**src/rtl/pipelined_addsub_pkg.sv**
```systemverilog
// Shared sizing helpers and mode encodings for the carry-pipelined add/sub core.
package pipelined_addsub_pkg;

    localparam logic MODE_ADD = 1'b0;
    localparam logic MODE_SUB = 1'b1;

    // Width of every segment except the last one (ceil(width/stages)).
    function automatic int seg_width(input int width, input int stages);
        return (width + stages - 1) / stages;
    endfunction

    // Width left over for the most significant segment; may be <= 0 for
    // parameter pairs that cannot be split evenly enough.
    function automatic int last_seg_width(input int width, input int stages);
        return width - (stages - 1) * seg_width(width, stages);
    endfunction

endpackage

```
**src/rtl/pipelined_addsub_segment.sv**
```systemverilog
// One registered carry-pipeline segment: adds its slice, forwards the carry,
// delays the not-yet-used operand bits and extends the low result bits.
module addsub_segment
    import pipelined_addsub_pkg::*;
#(
    parameter int SEG_W  = 1,
    parameter int LOW_W  = 0,
    parameter int HIGH_W = 0,
    localparam int LOW_PW  = (LOW_W > 0) ? LOW_W : 1,
    localparam int HIGH_PW = (HIGH_W > 0) ? HIGH_W : 1
) (
    input  logic                      clk,
    input  logic                      rst_n,
    input  logic                      enable,
    input  logic                      valid_in,
    input  logic                      cin,
    input  logic                      sub_in,
    input  logic [SEG_W+HIGH_W-1:0]   a_rem,
    input  logic [SEG_W+HIGH_W-1:0]   b_rem,
    input  logic [LOW_PW-1:0]         low_in,
    output logic                      valid_q,
    output logic                      cout_q,
    output logic                      ext_q,
    output logic                      sub_q,
    output logic [HIGH_PW-1:0]        a_hi_q,
    output logic [HIGH_PW-1:0]        b_hi_q,
    output logic [LOW_W+SEG_W-1:0]    sum_q
);

    logic [SEG_W:0]             part;
    logic [LOW_W+SEG_W-1:0]     sum_new;
    logic                       valid_d;
    logic                       cout_d;
    logic                       ext_d;
    logic                       sub_d;
    logic [LOW_W+SEG_W-1:0]     sum_d;

    assign part = {1'b0, a_rem[SEG_W-1:0]} + {1'b0, b_rem[SEG_W-1:0]}
                + {{SEG_W{1'b0}}, cin};

    if (LOW_W > 0) begin : g_low
        assign sum_new = {part[SEG_W-1:0], low_in};
    end else begin : g_nolow
        logic unused_low;
        assign sum_new    = part[SEG_W-1:0];
        assign unused_low = ^low_in;
    end

    // Next-state: load the new slice result when the pipeline advances.
    // ext is the top result bit as seen by the user: carry for add, borrow
    // (inverted carry) for subtract; only the last segment's copy is used.
    always_comb begin
        valid_d = valid_q;
        cout_d  = cout_q;
        ext_d   = ext_q;
        sub_d   = sub_q;
        sum_d   = sum_q;
        if (enable) begin
            valid_d = valid_in;
            cout_d  = part[SEG_W];
            ext_d   = (sub_in == MODE_ADD) ? part[SEG_W] : ~part[SEG_W];
            sub_d   = sub_in;
            sum_d   = sum_new;
        end
    end

    // Control and result flops are reset so a cleared pipe shows no output.
    always_ff @(posedge clk or negedge rst_n) begin
        if (!rst_n) begin
            valid_q <= 1'b0;
            cout_q  <= 1'b0;
            ext_q   <= 1'b0;
            sum_q   <= '0;
        end else begin
            valid_q <= valid_d;
            cout_q  <= cout_d;
            ext_q   <= ext_d;
            sum_q   <= sum_d;
        end
    end

    // Mode flag travels with the data; no reset needed.
    always_ff @(posedge clk) begin
        sub_q <= sub_d;
    end

    if (HIGH_W > 0) begin : g_high
        logic [HIGH_PW-1:0] a_hi_d;
        logic [HIGH_PW-1:0] b_hi_d;

        // Hold or advance the operand bits still waiting for their segment.
        always_comb begin
            a_hi_d = a_hi_q;
            b_hi_d = b_hi_q;
            if (enable) begin
                a_hi_d = a_rem[SEG_W+HIGH_W-1:SEG_W];
                b_hi_d = b_rem[SEG_W+HIGH_W-1:SEG_W];
            end
        end

        // Operand delay line, data only.
        always_ff @(posedge clk) begin
            a_hi_q <= a_hi_d;
            b_hi_q <= b_hi_d;
        end
    end else begin : g_nohigh
        assign a_hi_q = '0;
        assign b_hi_q = '0;
    end

endmodule

```
**src/rtl/pipelined_addsub.sv**
```systemverilog
// Unsigned WIDTH-bit add/subtract, split into STAGES carry-pipelined
// segments behind an input register, with valid/ready flow control.
module pipelined_addsub
    import pipelined_addsub_pkg::*;
#(
    parameter int WIDTH  = 122,
    parameter int STAGES = 4
) (
    input  logic             clk,
    input  logic             rst_n,
    input  logic             in_valid,
    output logic             in_ready,
    input  logic             in_sub,
    input  logic [WIDTH-1:0] a,
    input  logic [WIDTH-1:0] b,
    output logic             out_valid,
    input  logic             out_ready,
    output logic [WIDTH:0]   sum,
    output logic             busy
);

    localparam int SEG    = seg_width(WIDTH, STAGES);
    localparam int LAST_W = last_seg_width(WIDTH, STAGES);

    if (STAGES < 1 || STAGES > WIDTH || LAST_W < 1) begin : g_bad_cfg
        $fatal(1, "pipelined_addsub: WIDTH/STAGES leave no bits for the last segment");
    end

    logic               stall;
    logic [STAGES-1:0]  seg_valid;

    logic               v0_q, v0_d;
    logic [WIDTH-1:0]   a0_q, a0_d;
    logic [WIDTH-1:0]   b0_q, b0_d;
    logic               cin0_q, cin0_d;
    logic               sub0_q, sub0_d;

    // A result sitting at the output that nobody takes freezes everything.
    assign stall    = out_valid & ~out_ready;
    assign in_ready = ~stall & rst_n;
    assign busy     = v0_q | (|seg_valid);

    // Input stage: subtraction is a + ~b + 1, so invert b and set the carry-in.
    always_comb begin
        v0_d   = v0_q;
        a0_d   = a0_q;
        b0_d   = b0_q;
        cin0_d = cin0_q;
        sub0_d = sub0_q;
        if (!stall) begin
            v0_d   = in_valid & in_ready;
            a0_d   = a;
            b0_d   = b ^ {WIDTH{in_sub}};
            cin0_d = (in_sub == MODE_SUB);
            sub0_d = in_sub;
        end
    end

    // Input stage valid bit.
    always_ff @(posedge clk or negedge rst_n) begin
        if (!rst_n) begin
            v0_q <= 1'b0;
        end else begin
            v0_q <= v0_d;
        end
    end

    // Input stage operands, data only.
    always_ff @(posedge clk) begin
        a0_q   <= a0_d;
        b0_q   <= b0_d;
        cin0_q <= cin0_d;
        sub0_q <= sub0_d;
    end

    for (genvar k = 0; k < STAGES; k++) begin : g_seg
        localparam int SW  = (k == STAGES - 1) ? LAST_W : SEG;
        localparam int LW  = k * SEG;
        localparam int RW  = WIDTH - k * SEG;
        localparam int HW  = RW - SW;
        localparam int HPW = (HW > 0) ? HW : 1;
        localparam int LPW = (LW > 0) ? LW : 1;

        logic [RW-1:0]      a_rem;
        logic [RW-1:0]      b_rem;
        logic [LPW-1:0]     low_in;
        logic               v_in;
        logic               cin_in;
        logic               sub_in;
        logic               vld;
        logic               cout;
        logic               ext;
        logic               sub_o;
        logic [HPW-1:0]     a_hi;
        logic [HPW-1:0]     b_hi;
        logic [LW+SW-1:0]   sum_lo;

        if (k == 0) begin : g_first
            assign a_rem  = a0_q;
            assign b_rem  = b0_q;
            assign low_in = '0;
            assign v_in   = v0_q;
            assign cin_in = cin0_q;
            assign sub_in = sub0_q;
        end else begin : g_chain
            assign a_rem  = g_seg[k-1].a_hi;
            assign b_rem  = g_seg[k-1].b_hi;
            assign low_in = g_seg[k-1].sum_lo;
            assign v_in   = g_seg[k-1].vld;
            assign cin_in = g_seg[k-1].cout;
            assign sub_in = g_seg[k-1].sub_o;
        end

        addsub_segment #(
            .SEG_W  (SW),
            .LOW_W  (LW),
            .HIGH_W (HW)
        ) u_seg (
            .clk      (clk),
            .rst_n    (rst_n),
            .enable   (~stall),
            .valid_in (v_in),
            .cin      (cin_in),
            .sub_in   (sub_in),
            .a_rem    (a_rem),
            .b_rem    (b_rem),
            .low_in   (low_in),
            .valid_q  (vld),
            .cout_q   (cout),
            .ext_q    (ext),
            .sub_q    (sub_o),
            .a_hi_q   (a_hi),
            .b_hi_q   (b_hi),
            .sum_q    (sum_lo)
        );

        assign seg_valid[k] = vld;

        if (k == STAGES - 1) begin : g_out
            logic unused_tail;
            assign out_valid   = vld;
            assign sum         = {ext, sum_lo};
            assign unused_tail = ^{cout, sub_o, a_hi, b_hi};
        end else begin : g_mid
            logic unused_ext;
            assign unused_ext = ext;
        end
    end

endmodule

```
**config.mk**
```make
export PLATFORM = sky130hd
export DESIGN_NAME = pipelined_addsub
export DESIGN_NICKNAME = d
export VERILOG_FILES = /design/src/rtl/pipelined_addsub_pkg.sv /design/src/rtl/pipelined_addsub_segment.sv /design/src/rtl/pipelined_addsub.sv
export SDC_FILE = /design/constraint.sdc
export NUM_CORES = 2
export LEC_CHECK = 0
export CORE_MARGIN = 2
export CORE_UTILIZATION = 61
export DETAILED_ROUTE_END_ITERATION = 8
export GPL_TIMING_DRIVEN = 0
export PLACE_DENSITY = 0.92
export SYNTH_ARGS = -nofsm -noshare
export SYNTH_HDL_FRONTEND = slang
export SYNTH_SLANG_ARGS = --single-unit
```
**constraint.sdc**
```tcl
create_clock -name clk -period 29.5 [get_ports clk]
set_input_delay 2.95 -clock clk [delete_from_list [all_inputs] [get_ports clk]]
set_output_delay 2.95 -clock clk [all_outputs]
set_load 0.05 [all_outputs]
```
Word level (Yosys, flattened, before mapping)
Index checks and enable logic that the tools add are counted.
{ "totals": {"ff_bits": 925, "latchBits": 0, "mem_bits_rw": 0, "mem_bits_ro": 0, "in_bits": 249, "output_inout_bits": 126, "word_cells": 43, "n_memories": 0} }
{ "op_classes": {"n_addsub": 8, "mul": 0, "n_div": 0, "magnitude_cmp": 0, "n_eq_ne": 0, "n_shift": 0, "muxes": 1, "n_bitwise": 8, "reduce_logical": 1} }
{ "op_table": {"columns": ["op", "count"], "rows": [
  ["bitwise XOR 122 bit", 1],
  ["adder 31 x 31 -> 32 bit", 3],
  ["adder 32 x 1 -> 32 bit", 3],
  ["adder 29 x 29 -> 30 bit", 1],
  ["adder 30 x 1 -> 30 bit", 1],
  ["OR reduction 4 bit", 1],
  ["AND 1 bit", 3],
  ["NOT 1 bit", 3],
  ["2-to-1 mux 1 bit", 1],
  ["OR 1 bit", 1]
]} }

Longest topological paths before layout
{ "depth": {"depth_word": 5, "depth_mapped": 11, "depth_no_buf": 11} }

By module
A second synthesis with hierarchy kept.
{ "unflattened": {"cells_unflattened": 2438, "area_unflattened_um2": 38313.0} }
{ "by_module_without_submodules": {"columns": ["mod", "n_inst", "cells_each", "area_each_um2", "seq_area_each_um2"], "rows": [
  ["pipelined_addsub", 1, 391, 8674.6, 7382.1],
  ["addsub_segment at g_seg[0].u_seg", 1, 499, 8488.1, 6346.1],
  ["addsub_segment at g_seg[1].u_seg", 1, 503, 7766.2, 5260.0],
  ["addsub_segment at g_seg[2].u_seg", 1, 506, 7040.5, 4174.0],
  ["addsub_segment at g_seg[3].u_seg", 1, 539, 6343.6, 3158.0]
]} }

Least setup slack after synthesis
OpenSTA, ideal clock, no wires.
{ "synth_timing": {"kind": "input-to-reg", "start": "input out_ready", "end": "register a0_q[0], enable pin", "arrival_time_ns": 20.295, "setup_slack_ns": 7.995, "cell_stages": 6, "path_buffers": 4, "path_cell_list": "nor2b_1 > clkbuf_1 > inv_1 > clkbuf_1 > clkbuf_1 > clkbuf_1"} }
{ "synth_between": {"elab_chain_cells": 2} }
{ "synth_rtl": {"columns": ["element", "line_no", "text"], "rows": [
  ["start, declared", "pipelined_addsub.sv:17", "input logic out_ready,"],
  ["NOT 1 bit", "pipelined_addsub.sv:39", "assign stall = out_valid & ~out_ready;"],
  ["AND 1 bit", "pipelined_addsub.sv:39", null],
  ["end signal, assigned", "pipelined_addsub.sv:70", "a0_q <= a0_d;"],
  ["end, declared", "pipelined_addsub.sv:33", "logic [WIDTH-1:0] a0_q, a0_d;"]
]} }
No other way between the ends.
A chain may end at the register's enable or synchronous reset.

Worst setup path in the final report
{ "layout_timing": {"start": "input out_ready", "end": "output in_ready"} }
{ "layout_between": {"elab_chain_cells": 4} }
{ "layout_rtl": {"columns": ["element", "line_no", "text"], "rows": [
  ["NOT 1 bit", "pipelined_addsub.sv:39", null],
  ["AND 1 bit", "pipelined_addsub.sv:39", null],
  ["NOT 1 bit", null, null],
  ["AND 1 bit", "pipelined_addsub.sv:40", "assign in_ready = ~stall & rst_n;"],
  ["end, declared", "pipelined_addsub.sv:12", "output logic in_ready,"]
]} }
No other way between the ends.

==> tab_implementation.tex <==
\begin{tabular}{lr}
\hline
Metric & Value \\
\hline
\multicolumn{2}{l}{\textbf{Outcome}} \\
Result of the run & finished, final reports clean \\
\multicolumn{2}{l}{\textbf{Synth}} \\
Netlist Area Pre-Place & 0.03694 mm² \\
Average cell area after synthesis & 13.16 µm² \\
Share of flip-flops with an asynchronous set or reset & 0.3427 \\
Number of distinct library cell variants in the gate-level netlist after synthesis & 65 \\
Top flip-flop cell by instance count after synthesis & sky130\_fd\_sc\_hd\_\_edfxtp\_1 \\
EDFF count, synth & 608 \\
Share of the yosys chip area belonging to registers & 0.7090 \\
Flop and latch count out of synthesis & 925 \\
Synth Net Count & 3,182 \\
Post-synthesis cell count & 2,807 \\
Number of warnings printed during yosys synthesis & 0 \\
\multicolumn{2}{l}{\textbf{Route}} \\
Number of search-and-repair iterations in the first detailed-routing pass & 7 \\
Via density & 5.911 \\
Drt total wl & 94,710 µm \\
Via Count & 24,540 \\
Routed wire per std cell & 22.82 µm \\
Post-DRT Antenna Nets & 0 \\
Remaining routing DRC violations & 0 \\
Count of routing violations after the opening detailed-route iteration & 2,528 \\
\multicolumn{2}{l}{\textbf{Layout}} \\
Most frequent cells in the layout & sky130\_fd\_sc\_hd\_\_nand2\_1, sky130\_fd\_sc\_hd\_\_edfxtp\_1, sky130\_fd\_sc\_hd\_\_clkdlybuf4s50\_1, sky130\_fd\_sc\_hd\_\_dfrtp\_1, sky130\_fd\_sc\_hd\_\_xor2\_1 \\
\# nets final & 3,659 \\
Synthesis-to-finish area growth & 21.98\% \\
Share of post-route cells with drive strength above 1 & 0.04826 \\
Total of fill cells in the finished design & 3,369 \\
Most frequent standard cell in the layout excluding fill and tap cells & sky130\_fd\_sc\_hd\_\_nand2\_1 \\
Final core area utilization & 0.7494 \\
\multicolumn{2}{l}{\textbf{Clock tree}} \\
Clk root buf & sky130\_fd\_sc\_hd\_\_clkbuf\_16 \\
Num CTS Buffers & 90 \\
Count of hold buffers inserted by post-cts repair & 0 \\
Post\_cts resized & 0 \\
Clock net sink count & 925 \\
Clock tree from TritonCTS & yes \\
Buffer levels on the longest clock path & 3 \\
Clock-pin slew on the worst setup and hold paths & 0.06 ns \\
\# H-tree levels & 3 \\
Clock latency on the worst-skew pair & 0.66 ns \\
Number of buffers added for setup after CTS & 0 \\
\multicolumn{2}{l}{\textbf{Floorplanning}} \\
Placement row count & 90 \\
Die boundary width & 250.1 µm \\
Core Region & 0.06013 mm² \\
IO Pins & 375 \\
Initial core utilization & 0.6143 \\
Die footprint & 0.06255 mm² \\
Floorplan die height & 250.1 µm \\
\multicolumn{2}{l}{\textbf{Min path}} \\
Classification of the worst-slack hold path & flip-flop to flip-flop \\
\multicolumn{2}{l}{\textbf{Worst setup path}} \\
Internal reg-to-reg setup slack & 24.79 ns \\
Category of the most critical setup path & input pin to output pin \\
Reg2reg path depth & 9 \\
Source of the critical timing path & out\_ready \\
Critical Path RT & 26.55 ns \\
Launch point of the worst reg-to-reg path & g\_seg[3].u\_seg.valid\_q\$\_DFFE\_PN0N\_ \\
Terminus of the critical flop-to-flop path & g\_seg[1].u\_seg.a\_hi\_q[6]\$\_DFFE\_PN\_ \\
Cells traversed along the worst timing path & clkdlybuf4s50\_1 -> nor2b\_1 -> clkbuf\_1 -> inv\_1 -> clkbuf\_1 -> clkbuf\_1 -> and2\_1 -> clkdlybuf4s50\_1 \\
Critical Path Slowest Stage Cell & sky130\_fd\_sc\_hd\_\_clkdlybuf4s50\_1 \\
Critical Path AT & 6.37 ns \\
Critical path endpoint category & output pin \\
Crit-path max cell delay & 0.72 ns \\
Largest fanout on the critical path & 10 \\
Capturing instance or port of the critical path & in\_ready \\
Critical Path Start Type & input pin \\
Critical path's most frequent cell & sky130\_fd\_sc\_hd\_\_clkbuf\_1 \\
\multicolumn{2}{l}{\textbf{STA}} \\
Final-report hold violation count & 0 \\
Smallest hold slack & 0.4113 ns \\
Transition time at the pin with the least slew margin & 1.206 ns \\
Number of setup violations in the final report & 0 \\
Total Negative Setup Slacks & 0 ns \\
Final WS setup & 20.18 ns \\
Unrepaired setup endpoints after global routing & false \\
Pins Over Slew Limit & 0 \\
Worst slew margin relative to its limit & 0.1958 \\
Final worst clock skew & 0.02529 ns \\
Peak Freq & 0.1073 GHz \\
Post-layout minimum cycle time & 9.322 ns \\
Fraction of the cycle the final worst path needs & 0.3160 \\
\multicolumn{2}{l}{\textbf{GRT}} \\
Antenna violations before repair & 12 \\
Largest net degree at the start of global routing & 125 \\
Total global-route track usage & 0.3041 \\
Congestion Overflow GR & 0 \\
Wire length of the first global-routing pass & 143,900 µm \\
Number of global-route vias before repair & 25,120 \\
\multicolumn{2}{l}{\textbf{Pwr}} \\
Leakage & 0.01866 µW \\
VDD IR max & 0.00007467 V \\
Pwr per Cell Area & 120.6 mW/mm² \\
\multicolumn{2}{l}{\textbf{Placed design}} \\
RePlAce Congestion & 0.9149 \\
Worst setup slack after placement & 20.13 ns \\
Total of buffers placed on input and output ports & 374 \\
Half-perimeter wire length after detailed placement & 61,080 µm \\
\multicolumn{2}{l}{\textbf{Job}} \\
Number of maximum-capacitance constraint violations & 0 \\
\hline
\end{tabular}
final cells by class:
| type | count | area [µm²] | area share |
|---|---|---|---|
| flip-flops and latches | 925 | 26190 | 0.5812 |
| inverters | 20 | 75.07 | 0.001666 |
| plain buffers | 103 | 396.6 | 0.008802 |
| multi-input cells | 1759 | 10280 | 0.2282 |
| repair buffers | 385 | 4051 | 0.08991 |
| clock buffers | 121 | 2511 | 0.05573 |
| well taps | 782 | 978.4 | 0.02171 |
| clock inverters | 44 | 545.5 | 0.01211 |
| diodes | 12 | 30.03 | 0.0006664 |
worst min path at each step:
stage	slack, ns	startpoint	to	cells after the start
after detailed placement	0.40	a0_q[44]$_DFFE_PN_	g_seg[0].u_seg.a_hi_q[13]$_DFFE_PN_	0
final	0.41	a0_q[39]$_DFFE_PN_	g_seg[0].u_seg.a_hi_q[8]$_DFFE_PN_	0
after CTS	0.41	a0_q[61]$_DFFE_PN_	g_seg[0].u_seg.a_hi_q[30]$_DFFE_PN_	0
after global routing	0.42	b0_q[83]$_DFFE_PN_	g_seg[0].u_seg.b_hi_q[52]$_DFFE_PN_	0
after global placement	0.40	g_seg[1].u_seg.b_hi_q[59]$_DFFE_PN_	g_seg[2].u_seg.b_hi_q[28]$_DFFE_PN_	0
after floorplan	0.40	a0_q[31]$_DFFE_PN_	g_seg[0].u_seg.a_hi_q[0]$_DFFE_PN_	0
flip-flops by register name, indices dropped and copies added, names as in the netlist:
register and count:
a0_q 122, g_seg.u_seg.ext_q 1, g_seg.u_seg.sub_q 3, g_seg.u_seg.cout_q 3, g_seg.sub_in 1, g_seg.u_seg.a_hi_q 180
g_seg.v_in 1, g_seg.u_seg.valid_q 4, b0_q 122, g_seg.u_seg.b_hi_q 180, g_seg.u_seg.sum_q 308
Yosys cell counts, types with 3 or more instances:
cell | instances | area [µm²]
sky130_fd_sc_hd__a221oi_1 | 4 | 35.03
sky130_fd_sc_hd__a21boi_0 | 3 | 22.52
sky130_fd_sc_hd__xor2_1 | 176 | 1541
sky130_fd_sc_hd__o22ai_1 | 5 | 31.28
sky130_fd_sc_hd__nor2_1 | 128 | 480.5
sky130_fd_sc_hd__a31oi_1 | 18 | 112.6
sky130_fd_sc_hd__nand2_1 | 699 | 2624
sky130_fd_sc_hd__a2111oi_0 | 4 | 35.03
sky130_fd_sc_hd__nor4_1 | 5 | 31.28
sky130_fd_sc_hd__o31ai_1 | 12 | 90.09
sky130_fd_sc_hd__o211ai_1 | 10 | 75.07
sky130_fd_sc_hd__a211oi_1 | 18 | 135.1
sky130_fd_sc_hd__xnor2_1 | 39 | 341.6
sky130_fd_sc_hd__o21bai_1 | 17 | 127.6
sky130_fd_sc_hd__nand4_1 | 14 | 87.58
sky130_fd_sc_hd__edfxtp_1 | 608 | 18260
sky130_fd_sc_hd__fa_1 | 8 | 160.2
sky130_fd_sc_hd__inv_1 | 20 | 75.07
sky130_fd_sc_hd__o2111ai_1 | 4 | 35.03
sky130_fd_sc_hd__and2_1 | 6 | 37.54
sky130_fd_sc_hd__clkbuf_1 | 88 | 330.3
sky130_fd_sc_hd__dfrtp_1 | 317 | 7933
sky130_fd_sc_hd__nand2b_1 | 10 | 62.56
sky130_fd_sc_hd__and3_1 | 8 | 50.05
sky130_fd_sc_hd__or4_1 | 3 | 22.52
sky130_fd_sc_hd__nor2b_1 | 10 | 62.56
sky130_fd_sc_hd__a21oi_1 | 151 | 755.7
sky130_fd_sc_hd__or3_1 | 8 | 50.05
sky130_fd_sc_hd__o21ai_0 | 101 | 505.5
sky130_fd_sc_hd__and4_1 | 3 | 26.28
sky130_fd_sc_hd__or2_2 | 4 | 25.02
sky130_fd_sc_hd__a21o_1 | 64 | 480.5
sky130_fd_sc_hd__a41oi_1 | 5 | 43.79
sky130_fd_sc_hd__mux2i_1 | 3 | 30.03
sky130_fd_sc_hd__nor3b_1 | 7 | 52.55
sky130_fd_sc_hd__nor3_1 | 20 | 100.1
sky130_fd_sc_hd__buf_1 | 12 | 45.04
sky130_fd_sc_hd__o21a_1 | 16 | 120.1
sky130_fd_sc_hd__nand3_1 | 27 | 135.1
sky130_fd_sc_hd__ha_1 | 118 | 1476
critical path, delay by kind of cell:
kind          cells  cell delay (ns)
simple gates      2             0.76
buf+inv           6             2.67
metrics by stage:
stage	cell area, µm²	std cells	power [µW]
6_report	45060	4151	5435
3_3_place_gp	41660	3963	4196
4_1_cts	45030	4139	5405
2_1_floorplan	36940	2807	3607
5_1_grt	45060	4149	5677
3_5_place_dp	41980	3974	4140
power breakdown:
| part | internal, µW | leakage, µW | switching, µW |
|---|---|---|---|
| Sequential | 1950 | 0.0100 | 240 |
| Combinational | 713 | 0.00715 | 1340 |
| Clock | 683 | 0.00150 | 505 |
logic make-up after synthesis:
kind of cell	share of synthesized area
xor gates and xnor gates	0.05097
buffers and inverters	0.01267
and+or+nand+nor	0.1063
AOI/OAI and AO/OA	0.07597
adders and majority gates	0.04430
DFF	0.7090
muxes	0.0008129
layer usage:
metal | track usage | part of all wire
met1 | 0.3590 | 0.36
met2 | 0.5148 | 0.50
met3 | 0.07056 | 0.080
met4 | 0.1747 | 0.060
met5 | 0 | 0.00014
No activity file was read; power rests on OpenSTA's default activity.
